==> src/rtl/logic_unit_pkg.sv <==
// Shared types and the evaluation function for the time-shared logic unit.
package logic_unit_pkg;

    localparam int OP_W    = 3;
    localparam int ARITY_W = 2;
    localparam int DATA_W  = 4;
    localparam int ID_W    = 3;

    typedef enum logic [OP_W-1:0] {
        OP_AND  = 3'd0,
        OP_OR   = 3'd1,
        OP_XOR  = 3'd2,
        OP_NAND = 3'd3,
        OP_NOR  = 3'd4
    } op_e;

    typedef struct packed {
        logic            valid;
        logic [ID_W-1:0] id;
        logic            data;
        logic            err;
    } stage_t;

    // Returns {result, err}. Operand bits above the arity are replaced by the
    // op's identity so the reduction over all four bits only sees live inputs.
    function automatic logic [1:0] eval_op(
        input logic [OP_W-1:0]    op,
        input logic [ARITY_W-1:0] arity,
        input logic [DATA_W-1:0]  data
    );
        logic [DATA_W-1:0] masked;
        logic              ident;
        logic              res;
        logic              err;
        ident = (op == OP_AND) || (op == OP_NAND);
        for (int b = 0; b < DATA_W; b++) begin
            masked[b] = (b > int'(arity)) ? ident : data[b];
        end
        err = 1'b0;
        case (op)
            OP_AND:  res = &masked;
            OP_OR:   res = |masked;
            OP_XOR:  res = ^masked;
            OP_NAND: res = ~&masked;
            OP_NOR:  res = ~|masked;
            default: begin
                res = 1'b0;
                err = 1'b1;
            end
        endcase
        return {res, err};
    endfunction

endpackage

==> src/rtl/logic_unit_scheduler_rr_arbiter.sv <==
// Round-robin arbiter: grants the first requester at or after the pointer.
module rr_arbiter #(
    parameter int N = 4,
    localparam int IDX_W = (N > 1) ? $clog2(N) : 1
) (
    input  logic             clk,
    input  logic             rst,
    input  logic [N-1:0]     req,
    input  logic             advance,
    output logic [N-1:0]     grant,
    output logic [IDX_W-1:0] idx,
    output logic [IDX_W-1:0] ptr
);

    logic [2*N-1:0] rot;

    assign rot = {req, req} >> ptr;

    // Pick the first pending request in rotated order starting at ptr.
    always_comb begin
        logic found;
        int   j;
        found = 1'b0;
        j     = 0;
        idx   = '0;
        for (int k = 0; k < N; k++) begin
            if (!found && rot[k]) begin
                found = 1'b1;
                j     = int'(ptr) + k;
                if (j >= N) j = j - N;
                idx   = IDX_W'(j);
            end
        end
        grant = '0;
        for (int i = 0; i < N; i++) begin
            grant[i] = found && (idx == IDX_W'(i));
        end
    end

    // Move the pointer just past the requester that was served.
    always_ff @(posedge clk) begin
        if (rst) begin
            ptr <= '0;
        end else if (advance) begin
            ptr <= (idx == IDX_W'(N - 1)) ? '0 : idx + 1'b1;
        end
    end

endmodule

==> src/rtl/logic_unit_scheduler.sv <==
// Time-shares one 1..4-input logic unit among N_REQ requesters, with a
// fixed-latency result pipeline and per-requester response demux.
module logic_unit_scheduler
    import logic_unit_pkg::*;
#(
    parameter int N_REQ   = 4,
    parameter int LATENCY = 2
) (
    input  logic                 clk,
    input  logic                 rst,
    input  logic [N_REQ-1:0]     req_valid,
    output logic [N_REQ-1:0]     req_ready,
    input  logic [3*N_REQ-1:0]   req_op,
    input  logic [2*N_REQ-1:0]   req_arity,
    input  logic [4*N_REQ-1:0]   req_data,
    output logic [N_REQ-1:0]     rsp_valid,
    output logic [N_REQ-1:0]     rsp_data,
    output logic [N_REQ-1:0]     rsp_err,
    output logic                 busy
);

    localparam int IDX_W = (N_REQ > 1) ? $clog2(N_REQ) : 1;

    logic [N_REQ-1:0]   arb_grant;
    logic [IDX_W-1:0]   arb_idx;
    logic [IDX_W-1:0]   rr_ptr_unused;
    logic               accept;
    logic [OP_W-1:0]    sel_op;
    logic [ARITY_W-1:0] sel_arity;
    logic [DATA_W-1:0]  sel_data;
    logic [1:0]         ev;
    stage_t             pipe [LATENCY];

    rr_arbiter #(.N(N_REQ)) u_arb (
        .clk     (clk),
        .rst     (rst),
        .req     (req_valid),
        .advance (accept),
        .grant   (arb_grant),
        .idx     (arb_idx),
        .ptr     (rr_ptr_unused)
    );

    // Nothing is accepted while reset is held.
    assign req_ready = rst ? '0 : arb_grant;
    assign accept    = |(req_valid & req_ready);

    // Route the granted requester's fields to the shared unit.
    always_comb begin
        sel_op    = '0;
        sel_arity = '0;
        sel_data  = '0;
        for (int i = 0; i < N_REQ; i++) begin
            if (req_ready[i]) begin
                sel_op    = req_op[3*i +: 3];
                sel_arity = req_arity[2*i +: 2];
                sel_data  = req_data[4*i +: 4];
            end
        end
    end

    assign ev = eval_op(sel_op, sel_arity, sel_data);

    // Result pipeline modelling gate delay; shifts every cycle.
    always_ff @(posedge clk) begin
        if (rst) begin
            for (int s = 0; s < LATENCY; s++) begin
                pipe[s] <= '0;
            end
        end else begin
            pipe[0].valid <= accept;
            pipe[0].id    <= ID_W'(arb_idx);
            pipe[0].data  <= ev[1];
            pipe[0].err   <= ev[0];
            for (int s = 1; s < LATENCY; s++) begin
                pipe[s] <= pipe[s-1];
            end
        end
    end

    // Demux the final stage to its requester; an entry sitting in the last
    // stage during a reset cycle is dropped along with the rest.
    always_comb begin
        rsp_valid = '0;
        rsp_data  = '0;
        rsp_err   = '0;
        for (int i = 0; i < N_REQ; i++) begin
            if (pipe[LATENCY-1].valid && !rst && (pipe[LATENCY-1].id == ID_W'(i))) begin
                rsp_valid[i] = 1'b1;
                rsp_data[i]  = pipe[LATENCY-1].data;
                rsp_err[i]   = pipe[LATENCY-1].err;
            end
        end
    end

    // Busy while any stage holds a live entry.
    always_comb begin
        busy = 1'b0;
        for (int s = 0; s < LATENCY; s++) begin
            busy = busy | pipe[s].valid;
        end
    end

endmodule

==> config.mk <==
export PLATFORM = sky130hd
export DESIGN_NAME = logic_unit_scheduler
export DESIGN_NICKNAME = d
export VERILOG_FILES = /design/src/rtl/logic_unit_pkg.sv /design/src/rtl/logic_unit_scheduler_rr_arbiter.sv /design/src/rtl/logic_unit_scheduler.sv
export SDC_FILE = /design/constraint.sdc
export NUM_CORES = 1
export LEC_CHECK = 0
export CAP_MARGIN = 40
export CORE_AREA = 2 2 57 59
export DETAILED_ROUTE_END_ITERATION = 8
export DIE_AREA = 0 0 59 61
export PLACE_DENSITY = 0.82
export SYNTH_ARGS = -nofsm -noshare
export SYNTH_HDL_FRONTEND = slang
export SYNTH_SLANG_ARGS = --single-unit
export TNS_END_PERCENT = 5
==> constraint.sdc <==
create_clock -name clk -period 6.3 [get_ports clk]
set_clock_uncertainty 0.05 [all_clocks]
set_input_delay 0.945 -clock clk [delete_from_list [all_inputs] [get_ports clk]]
set_output_delay 0.945 -clock clk [all_outputs]
set_load 0.05 [all_outputs]
==> results of run 1 <==
==> cell families after synthesis <==
| group | share of synthesized area [%] |
|---|---|
| AND/OR/NAND/NOR | 32.5 |
| flip-flops | 19.1 |
| AO/OA/AOI/OAI | 22.4 |
| multiplexers | 9.66 |
| buffers and inverters | 6.97 |
| XOR/XNOR | 1.39 |
| adder cells (fa/ha/maj) | 7.97 |
==> critical path: cells and delay by family <==
kind            cells  cell delay, ns
compound gates      2            0.38
simple gates        2            0.36
fa+ha+maj           1            0.61
buf+inv             3            1.47
==> routing by layer <==
metal  GRT usage [%]  wire, µm  up-vias  part of all wire [%]
li1                -         -      637                     -
met1            18.5      1220      576                    40
met2            32.4      1580       66                    51
met3            2.99       224        6                   7.3
met4            5.84        44        0                   1.4
met5               0         0        -                     0
==> metrics by stage <==
| step | total power, mW | worst slack, ns | std cells |
|---|---|---|---|
| final | 0.374 | 1.53 | 236 |
| after global routing | 0.399 | 1.38 | 236 |
| after CTS | 0.377 | 1.54 | 236 |
| after detailed placement | 0.315 | 1.38 | 232 |
| after global placement | 0.305 | 1.54 | 232 |
| after floorplan | 0.260 | 2.00 | 150 |
==> synth_stat cells, drive strengths merged <==
master | n | area share, %
nand3 | 1 | 0.40
mux2i | 8 | 6.4
clkbuf | 2 | 0.70
nand2 | 8 | 2.4
a41oi | 1 | 0.70
or2 | 1 | 0.50
ha | 8 | 8.0
a211o | 1 | 0.70
nor4bb | 2 | 1.6
inv | 7 | 2.1
nand2b | 2 | 1.0
and2b | 1 | 0.60
a21o | 2 | 1.2
nor2 | 8 | 2.4
nor3b | 3 | 1.8
a21boi | 1 | 0.60
nor4b | 1 | 0.70
o22ai | 2 | 1.0
xnor2 | 1 | 0.70
buf | 7 | 4.2
mux2 | 3 | 3.3
nor2b | 8 | 4.0
and2 | 17 | 8.7
a31o | 1 | 0.70
a221oi | 3 | 2.6
a22oi | 2 | 1.2
a211oi | 5 | 4.2
o21ai | 9 | 4.8
nand3b | 6 | 5.6
and3b | 3 | 2.1
and4b | 1 | 0.80
a21oi | 12 | 4.8
xor2 | 1 | 0.70
dfxtp | 12 | 19
==> sequential cells by signal (all words and copies together), names as in the netlist <==
signal and count:
pipe 10, u_arb.ptr 2
==> power breakdown <==
group	internal [mW]	total, mW	switching (mW)
sequential	0.0839	0.0885	0.00456
clock	0.0352	0.0613	0.0261
combinational	0.113	0.225	0.112
total	0.232	0.374	0.143
==> cell type report <==
class	count	area [µm²]
Fill cell	250	1100
Clock buffer	4	36.3
Sequential cell	12	240
Multi-Input combinational cell	122	928
Tap cell	33	41.3
Timing Repair Buffer	58	581
Inverter	7	26.3
==> how the worst max path moves through the flow <==
stage	startpoint	endpoint	slack, ns	cells after the start
2_1_floorplan	rst	rsp_data[0]	2.00	2
3_3_place_gp	req_valid[1]	pipe[0][1]$_SDFF_PP0_	1.54	16
3_5_place_dp	req_valid[1]	pipe[0][1]$_SDFF_PP0_	1.38	16
4_1_cts	req_valid[1]	req_ready[3]	1.54	8
5_1_grt	req_valid[1]	req_ready[3]	1.38	8
6_report	req_valid[1]	req_ready[3]	1.53	8
==> results.md, run 1 <==
Finish:
- The number of diodes added for antenna fixing is 0.
- Cells fill a little over three fifths of the core in the end.
- The share of cells above drive strength 1 is 7.88%.
- The final design instance area without fill is about 1900 µm².
- The area overhead of the layout relative to synthesis is 47.5%.
- The net count of the finished layout is 254.
- The most frequent standard cell in the layout excluding fill and tap cells is clkdlybuf4s50_1.
- The top cell types in the final layout, fill and taps aside, are clkdlybuf4s50_1 (58), and2_1 (16), a21oi_1 (12), dfxtp_1 (12).

Routing:
- The detailed-route DRC error count is 0.
- The first-pass detailed-route iteration total is 4.
- The overall routed net length is 3.06 mm.
- Dividing the detail-routed via count by the number of cells gives 5.44.
- The routed layout has 1,285 vias.
- The number of nets with antenna violations after detailed routing is 0.
- Dividing the detail-routed wire length by the instance count gives between 10 and 15 µm.
- After the first detailed-routing iteration, the DRC count stood at 33.

Synth:
- Averaged over all synthesized cells, the footprint is 8.37 µm².
- The count of cell types in the netlist is 45.
- Counting flops and latches in the post-synthesis netlist gives 12.
- The post-synth design cell area is between 1000 and 1500 µm².
- The number of nets handed over by synthesis was 200.
- Yosys printed 0 warnings.
- The number of instances in the synthesized netlist is 150.
- The sequential cell area fraction in the yosys report is about a fifth.

Worst setup path:
- The most numerous cell type found on the critical path is clkdlybuf4s50_1.
- The worst setup path is captured at a primary output.
- The capture instance of the worst register-to-register path is pipe[0][1]$_SDFF_PP0_.
- The element type at the critical path start is an input port.
- The startpoint of the most critical register-to-register path is u_arb.ptr[0]$_SDFFE_PP0P_.
- The critical path is of the input port to primary output type.
- The delay contributed by the slowest stage of the critical path is between 0.8 and 0.9 ns.
- STA puts the critical path data required time at around 5.3 ns.
- The number of cells on the worst reg-to-reg path is 14.
- For this design, the slowest cell found on the critical path is clkdlybuf4s50_1.
- The setup slack of the worst register-to-register path is 2.52 ns.
- STA puts the critical path data arrival time at 3.77 ns.
- The peak fanout along the critical path is 19.
- Walking the worst path, the cells encountered are clkdlybuf4s50_1 -> nand2b_1 -> a21oi_1 -> a211o_1 -> inv_1 -> ha_1 -> and2_1 -> clkdlybuf4s50_1.

Hold path:
- The worst hold path terminates at pipe[0][9]$_SDFF_PP0_.
- The tightest min-delay check is of the flip-flop to flip-flop type.
- The launch instance of the worst min-delay path is pipe[0][3]$_SDFF_PP0_.
- Along the worst hold path, the cell count comes to 1.

Power:
- The leakage component of the power is 0.756 nW.
- IR analysis of the VDD net gives a maximum drop of 0.0886 mV.
- Power spread over the standard cell area amounts to 202 nW/µm².

Placement:
- The placer's final routability congestion estimate is 0.829.
- Input and output buffers added on the ports amount to 58.
- The half-perimeter wire length after detailed placement is between 2 and 3 mm.
- The placed instances occupy a cell area of 1820 µm².

Floorplanning:
- The die boundary height is 61 µm.
- The die width is 59 µm.
- The core region is 2950 µm².
- The die covers 3600 µm².
- Once the floorplan was initialized, standard cells occupied 42.5% of the core.
- During I/O placement, the number of pins put on the boundary was 59.
- The initialized floorplan defines 20 standard-cell rows.

Global route:
- The initial antenna violation count came to 0.
- For this run the aggregate overflow at the end of global routing stands at 0.
- The via count of the first global-routing pass is between 1,000 and 1,500.
- Entering global routing, the biggest net connects 21 pins.
- Global routing used between 15 and 20% of the available tracks across all layers.
- The first global-routing pass estimated between 4 and 5 mm of wire.

STA:
- The summed negative setup slack over all endpoints is 0 ns.
- Setup repair after global routing left no endpoint under its margin.
- In this run the tightest slew margin relative to its limit is 47.7%.
- The fmax is 210 MHz.
- The final number of max-transition violations came to 0.
- The tightest hold margin is 0.393 ns.
- The time the final worst path needs with I/O delays and setup is 4.77 ns.
- In the finished design, the share of the clock period the worst path needs comes to 75.7%.
- The total of endpoints with negative setup slack in the final report is 0.
- At the pin with the least slew margin, the transition time is 0.785 ns.
- The count of endpoints failing hold in the final timing report was 0.

Clock tree:
- The clock-pin slew reported for the worst setup and hold paths after clock tree synthesis is 0.08 ns.
- The maximum count of clock buffers along a single path is 2.
- Buffers inserted during clock tree synthesis total 3.
- TritonCTS built the clock tree.
- The H-tree depth is 1.
- The latest clock arrival within the worst-skew pair is 0.27 ns.
- In this run, post-CTS repair resized a total of 0 instances.
- CTS placed an instance of clkbuf_4 at the clock tree root.
- The number of hold buffers added after CTS was 0.
- The sink count of the clock tree is 12.
- Once the clock tree was built, the setup fixing pass inserted 0 buffers.

Job:
- Max-cap violations in this run came to 0.

Outcome:
- The flow ran to the end, and the final reports show no timing, DRC or antenna violations.
No activity file was read; power rests on OpenSTA's default activity.
==> inputs of run 2 (changes only) <==
--- a/config.mk
+++ b/config.mk
@@ -6,10 +6,10 @@
 export NUM_CORES = 1
 export LEC_CHECK = 0
 export CAP_MARGIN = 40
-export CORE_AREA = 2 2 57 59
+export CORE_AREA = 2 2 59 61
 export DETAILED_ROUTE_END_ITERATION = 8
-export DIE_AREA = 0 0 59 61
-export PLACE_DENSITY = 0.82
+export DIE_AREA = 0 0 61 63
+export PLACE_DENSITY = 0.77
 export SYNTH_ARGS = -nofsm -noshare
 export SYNTH_HDL_FRONTEND = slang
 export SYNTH_SLANG_ARGS = --single-unit
==> constraint.sdc (replaced) <==
create_clock -name clk -period 4.75 [get_ports clk]
set_clock_uncertainty 0.05 [all_clocks]
set_input_delay 0.7125 -clock clk [delete_from_list [all_inputs] [get_ports clk]]
set_output_delay 0.7125 -clock clk [all_outputs]
set_load 0.05 [all_outputs]
==> run 2 against run 1 <==
  * Final cell count grew 6.8%
  * Register-to-register slack worse by 1.6 ns
  * Non-clock buffer count grew 3
  * Sequential share of layout area is 0.27 points lower
  * Clock power grew 31%
  * Total power is 35% higher
  * Count of clock-buffer cells in the layout is the same
  * Flip-flop and latch count unchanged
  * First-iteration DRC count rose by 33%
  * Die area rose by 6.8%
  * Cell area is 2.1% higher
  * Setup slack got worse by 1.2 ns
==> results.md, run 2 (same netlist as run 1, synthesis figures left out) <==
Outcome:
- The run finished with clean final reports.

Placement:
- The count of buffers from port buffering is 58.
- The instance count after placement with tap cells included is about 250.
- The worst slack at placement is 0.106 ns.
- The half-perimeter wire length after detailed placement is 2.69 mm.
- The placer's final routability congestion estimate is a little under 0.8.

Finish:
- Ranked by flip-flop count, first place goes to pipe.
- Leaving out filler cells and counting taps, the final layout contains 252.
- The filler cells instantiated in the layout total 300.
- For this run, the post-layout net count is 257.
- The share of cells above drive strength 1 is 9.22%.
- From synthesis to final layout, the design area changed by 50.6%.
- Leaving out fill and tap cells, the most frequent cell in the layout is clkdlybuf4s50_1.
- In the layout the commonest cells are clkdlybuf4s50_1 (58), and2_1 (16), a21oi_1 (12), dfxtp_1 (12).
- The register area is 240 µm².
- The number of diodes added for antenna fixing is 0.
- The combined area of the multi-input logic cells is just over 900 µm².
- The largest registers in the layout are pipe x10, u_arb.ptr x2.
- The register with the most flip-flops in the layout has 10 of them.

Worst setup path:
- At the worst endpoint, the required time is 4.86 ns.
- The setup path with the least slack is of type input port to flip-flop.
- The sort of element at the end of the critical path is a flip-flop.
- STA puts the critical path data arrival time at between 4 and 5 ns.
- In this run the worst path has a maximum fanout of 20.
- The element type at the critical path start is an input port.

STA:
- The fmax is roughly 230 MHz.
- The worst path in the final design needs a cycle of 4.44 ns, including I/O delays and setup.
- The share of the clock period used by the worst path is between 90% and 100%.
- Setup repair after global routing left no endpoint under its margin.
- Setup slack on the critical path of the routed design comes to 0.309 ns.
- The summed negative setup slack over all endpoints is 0 ns.
- At the pin with the least slew margin, the transition time is 0.799 ns.
- The final number of max-transition violations is 0.
- The worst pin sits at a relative slew slack of 46.7%.
- The count of endpoints failing hold in the final timing report is 0.
- The total of endpoints with negative setup slack in the final report is 0.

Clock tree:
- Buffers added to address setup during post-CTS repair amount to 0.
- The sink count of the clock tree is 12.
- CTS built an H-tree with a depth of 1.
- The total CTS buffers is 3.
- In this run the deepest clock path goes through 2 buffers.
- The clock-pin slew reported for the worst setup and hold paths after clock tree synthesis is 0.08 ns.
- The count of instances resized after the clock tree is built is 0.
- The latest clock arrival within the worst-skew pair is 0.27 ns.
- The clock tree from TritonCTS is done.
- The number of hold buffers added after CTS was 0.
- The cell at the root of the clock tree is clkbuf_4.

Global route:
- The total routing usage reported by global routing is 17.6%.
- The aggregate global routing overflow is 0.
- The pin count of the biggest net entering global routing is 21.
- The initial antenna violation count is 0.
- The via count of the first global-routing pass is 1,239.
- The wire length of the first global-routing pass is 5.39 mm.

Routing:
- Summed over all layers, the routed wires come to 3.29 mm.
- The final route contains between 1,000 and 1,500 vias.
- The initial detailed-routing violation count is 44.
- The first-pass detailed-route iteration total is 4.
- The detailed-route DRC error count is 0.
- The average detailed-routed wire length per instance is 13.0 µm.
- Dividing the detail-routed via count by the number of cells gives slightly above 5.
- In this run the remaining antenna-violating nets after routing total 0.

Power:
- The worst-case IR drop observed on VDD is 0.126 mV.
- In this run the static leakage power is 0.771 nW.
- The power density of the placed cells is about 270 nW/µm².

Floorplanning:
- The die width is 61 µm.
- The starting density of the core is 38.9%.
- The die boundary height is 63 µm.
- The overall die area is 3840 µm².
- After floorplanning, the core was divided into 21 placement rows.
- The count of pins on the block boundary is 59.
- The core region area is around 3200 µm².

Job:
- The max-capacitance violation count is 0.

Hold path:
- The path class of the tightest hold or removal check is flip-flop to flip-flop.
run 2: cell types whose count changed in the layout (fill, tap and decap cells not counted), sizes merged:
cell  before  now
buf        0    3
run 2: path summary, 6_finish.rpt:
kind	cells past startpoint	start	slack [ns]	to
hold reg to reg	1	pipe[0][2]$_SDFF_PP0_	0.39	pipe[0][8]$_SDFF_PP0_
setup reg to reg	14	u_arb.ptr[0]$_SDFFE_PP0P_	0.90	pipe[0][1]$_SDFF_PP0_
setup / recovery	15	req_valid[0]	0.31	pipe[0][1]$_SDFF_PP0_
hold / removal	1	pipe[0][2]$_SDFF_PP0_	0.39	pipe[0][8]$_SDFF_PP0_
run 2: area by class of cell:
cell class | instances | area share [%]
Tap cell | 46 | 3.04
Sequential cell | 12 | 12.7
Inverter | 7 | 1.39
Timing Repair Buffer | 61 | 31.9
Multi-Input combinational cell | 122 | 49.1
Clock buffer | 4 | 1.92
run 2: critical path, cell delays in order:
cell and delay (ns):
clkdlybuf4s50_1 0.55, nand2b_1 0.10, nor2b_1 0.15, o22ai_1 0.34
ha_1 0.61, a211oi_1 0.18, a211oi_2 0.40, xnor2_1 0.21
o21ai_4 0.10, mux2_4 0.28, ha_1 0.28, xor2_1 0.16
mux2i_1 0.13, nand3_1 0.11, a31o_1 0.23
run 2: per-stage QoR:
step / area (µm²) / hold slack, ns / power [mW] / util (%)
after floorplan: 1260 / 0.364 / 0.345 / -
after global placement: 1860 / 0.370 / 0.409 / 57.4
after detailed placement: 1860 / 0.370 / 0.423 / 57.4
after CTS: 1890 / 0.389 / 0.505 / 58.5
after global routing: 1890 / 0.412 / 0.538 / 58.5
final: 1890 / 0.387 / 0.505 / 58.5
run 2: where the power goes:
group	switching, mW	leakage [nW]	internal, mW
registers	0.00619	0.0982	0.111
logic	0.154	0.652	0.153
clock network	0.0337	0.0210	0.0466
total	0.194	0.771	0.311
run 2: per-layer routing:
| layer | track usage [%] | wire length (µm) | up-vias |
|---|---|---|---|
| li1 | - | - | 642 |
| met1 | 21.3 | 1380 | 582 |
| met2 | 32.4 | 1720 | 55 |
| met3 | 1.66 | 186 | 2 |
| met4 | 3.80 | 10 | 0 |
| met5 | 0 | 0 | - |
==> inputs of run 3 (changes only) <==
--- a/config.mk
+++ b/config.mk
@@ -9,6 +9,7 @@
 export CORE_AREA = 2 2 59 61
 export DETAILED_ROUTE_END_ITERATION = 8
 export DIE_AREA = 0 0 61 63
+export GPL_TIMING_DRIVEN = 0
 export PLACE_DENSITY = 0.77
 export SYNTH_ARGS = -nofsm -noshare
 export SYNTH_HDL_FRONTEND = slang
==> run 3 against run 2 <==
  * Die area did not move
  * Global-route usage fell by 0.40 points
  * Sequential share of layout area fell by 0.26 points
  * Setup slack improved by 0.18 ns
  * Cell area rose by 2.1%
  * Routed wire length fell by 0.91%
  * Final cell count rose by 2.4%
  * Count of clock-buffer cells in the layout did not move
  * First-iteration DRC count fell by 23%
  * Largest cell class unchanged
==> results.md, run 3 (same netlist as run 1, synthesis figures left out) <==
Outcome:
- The flow ran to the end, and the final reports show no timing, DRC or antenna violations.

Routing:
- The overall routed net length is approximately 3.3 mm.
- The number of vias per cell after detailed routing is 5.06.
- Dividing the detail-routed wire length by the instance count gives 12.6 µm.
- After detailed routing, the number of remaining DRC violations is 0.
- The routed via count is 1,305.
- The first-pass detailed-route iteration total is 4.
- The detail route stage leaves a number of antenna-violating nets equal to 0.
- The initial detailed-routing violation count is 34.

Power:
- The post-layout total power is 509 µW.
- Power spread over the standard cell area amounts to 264 nW/µm².
- The leakage component of the power is 0.799 nW.
- VDD sags by at most 0.125 mV.

Floorplanning:
- In this run the core area contains 21 standard-cell rows.
- From left edge to right edge, the die measures just over 60 µm.
- The total area inside the core boundary comes to 3230 µm².
- The starting density of the core is 38.9%.
- In this run the vertical extent of the chip is 63 µm.
- The overall die area is 3840 µm².
- The count of pins on the block boundary is 59.

Worst setup path:
- The data arrival time of the critical path is around 4.4 ns.
- The highest-delay cell along the critical path is clkdlybuf4s50_1.
- Counting buffers and inverters, the worst setup path is 17 cells deep.
- The path depth of the worst reg2reg path is 16.
- The capture instance of the worst register-to-register path is pipe[0][1]$_SDFF_PP0_.
- In this design, the largest share of critical-path delay is due to compound AO/OA/AOI/OAI gates.
- The worst register-to-register path has a setup slack of 1.12 ns.
- The element type at the critical path start is an input port.
- In this run the worst setup path begins at req_valid[0].
- Along the worst path, the maximum fanout reaches 10.
- The sort of element at the end of the critical path is a flip-flop.
- The endpoint required time on the critical path is about 4.9 ns.
- The number of buffers and inverters on the critical path is 3.
- The delay contributed by the slowest stage of the critical path is 0.58 ns.
- The worst register-to-register path begins at u_arb.ptr[0]$_SDFFE_PP0P_.
- The termination of the worst setup path is pipe[0][1]$_SDFF_PP0_.
- The cell with the most instances on the worst path is ha_1.
- The critical path in this run is classified as input port to flip-flop.
- Traced cell by cell, the critical path runs through clkdlybuf4s50_1 -> nand2b_1 -> nor2b_1 -> o22ai_1 -> inv_1 -> ha_1 -> buf_4 -> nor3b_1 -> a211oi_2 -> xnor2_1 -> o21ai_4 -> mux2_4 -> ha_1 -> xor2_1 -> mux2i_1 -> nand3_1 -> a31o_1.

Global route:
- Summed over all layers, the global routing overflow is 0.
- The initial antenna violation count came to 0.
- The global-route layer with the greatest usage is met2.
- The total routing usage reported by global routing is between 15 and 20%.
- The met1 demand-to-capacity share in global routing is 20.7%.
- The wire length of the first global-routing pass is 5.13 mm.
- The routing usage on met2 is 30.5%.
- The via count of the first global-routing pass came to ~1,200.
- The pin count of the biggest net entering global routing is 11.
- For this run, global-route usage on met3 was measured as 0.621%.

Finish:
- After filler insertion, the fill cell instance count of the layout stands at 283.
- The library cell used most frequently in the layout, excluding fill and tap cells, is clkdlybuf4s50_1.
- The register area is 240 µm².
- In the layout the commonest cells are clkdlybuf4s50_1 (58), and2_1 (16), a21oi_1 (12), dfxtp_1 (12).
- In the final layout, the registers with the most flip-flops are pipe x10, u_arb.ptr x2.
- The share of cells above drive strength 1 is a little under an eighth.
- The number of antenna diodes in the final layout is 0.
- For this run, the number of standard cells in the final layout without fillers is 258.
- The combined area of the multi-input logic cells is ~930 µm².
- The number of flip-flops under the largest register name is 10.
- In the final design database the tool counted roughly 260 nets.
- The largest register by flop count is pipe.
- The area overhead of the layout relative to synthesis is 53.7%.

Clock tree:
- Counting along the longest clock path gives a buffer depth of 2.
- In this run the clock root is driven by a clkbuf_4.
- The clock tree from TritonCTS is done.
- The count of instances resized after the clock tree is built is 0.
- Clock latency on the worst-skew pair, taken at its later pin, is 0.27 ns.
- The post-CTS setup buffer count is 0.
- The total CTS buffers is 3.
- The clock-pin slew reported for the worst setup and hold paths after clock tree synthesis is 0.07 ns.
- The clock net in this run drives a total of 12 sinks.
- The H-tree depth is 1.
- In this run, post-CTS hold repair placed 0 buffers.

STA:
- The fmax is 235 MHz.
- The final number of max-transition violations came to 0.
- Across all setup checks in the final design, the least slack found is 0.488 ns.
- The slew at the pin closest to its max-slew limit is roughly 0.51 ns.
- Setup total negative slack on the finished layout was measured at 0 ns.
- Hold timing on the final database bottoms out at a slack of 0.393 ns.
- Of the available clock period, the critical path in the final layout requires 89.7%.
- In this run the tightest slew margin relative to its limit is 65.4%.
- The routed design could run at a clock period as short as around 4.3 ns.
- The count of endpoints failing hold in the final timing report is 0.
- Setup repair after global routing left no endpoint under its margin.
- The total of endpoints with negative setup slack in the final report is 0.

Job:
- The max-capacitance violation count is 0.

Hold path:
- The tightest min-delay check is of the flip-flop to flip-flop type.

Placement:
- The instance count after placement with tap cells included is 254.
- After legalization and detailed placement, the total HPWL measured roughly 2.7 mm.
- The count of buffers from port buffering is 58.
- Prior to clock tree synthesis, the placed netlist has a worst setup slack of 0.242 ns.
- At the end of routability-driven placement, the weighted congestion stood at 0.812.
## run 3: cell types whose count changed in the layout (fill, tap and decap cells not counted)
cell and delta:
buf_4 -1, buf_6 +2, clkbuf_1 +1, buf_2 +3, clkbuf_2 +1
## run 3: power breakdown
group,internal [mW],switching (mW),total [mW]
registers,0.111,0.00628,0.118
logic,0.159,0.154,0.313
clock network,0.0465,0.0321,0.0786
## run 3: routing by layer
metal | vias to the layer above | part of all wire, %
met5 | - | 0
met4 | 0 | 1.4
met3 | 6 | 4.8
met2 | 54 | 52
met1 | 589 | 42
li1 | 656 | -
## run 3: worst min-delay path by stage
stage                          start                     to  slack (ns)  depth (start not counted)
6_report       pipe[0][1]$_SDFF_PP0_  pipe[0][7]$_SDFF_PP0_        0.39                          1
5_1_grt        pipe[0][1]$_SDFF_PP0_  pipe[0][7]$_SDFF_PP0_        0.40                          1
4_1_cts        pipe[0][1]$_SDFF_PP0_  pipe[0][7]$_SDFF_PP0_        0.40                          1
3_5_place_dp   pipe[0][1]$_SDFF_PP0_  pipe[0][7]$_SDFF_PP0_        0.38                          1
3_3_place_gp   pipe[0][2]$_SDFF_PP0_  pipe[0][8]$_SDFF_PP0_        0.37                          1
2_1_floorplan  pipe[0][0]$_SDFF_PP0_  pipe[0][6]$_SDFF_PP0_        0.36                          1
## run 3: cell type report
type,instances,share of cell area [%]
Buffer,9,3.18
Clock buffer,4,1.88
Inverter,7,1.36
Multi-Input combinational cell,122,48.1
Sequential cell,12,12.4
Tap cell,46,2.98
Timing Repair Buffer,58,30.1
## run 3: through the flow
stage | cell area [µm²] | utilization, %
after CTS | 1930 | 59.7
after global routing | 1930 | 59.7
after global placement | 1890 | 58.6
after detailed placement | 1890 | 58.6
final | 1930 | 59.7
after floorplan | 1260 | -
## run 3: worst register-to-register path: stages (launching register included)
cell and delay (ns):
dfxtp_1 0.34, nand2b_1 0.18, nor2b_1 0.15, o22ai_1 0.30, inv_1 0.11, ha_1 0.22
buf_4 0.17, nor3b_1 0.15, a211oi_2 0.38, xnor2_1 0.23, o21ai_4 0.10, mux2_4 0.28
ha_1 0.28, xor2_1 0.16, mux2i_1 0.13, nand3_1 0.09, a31o_1 0.20
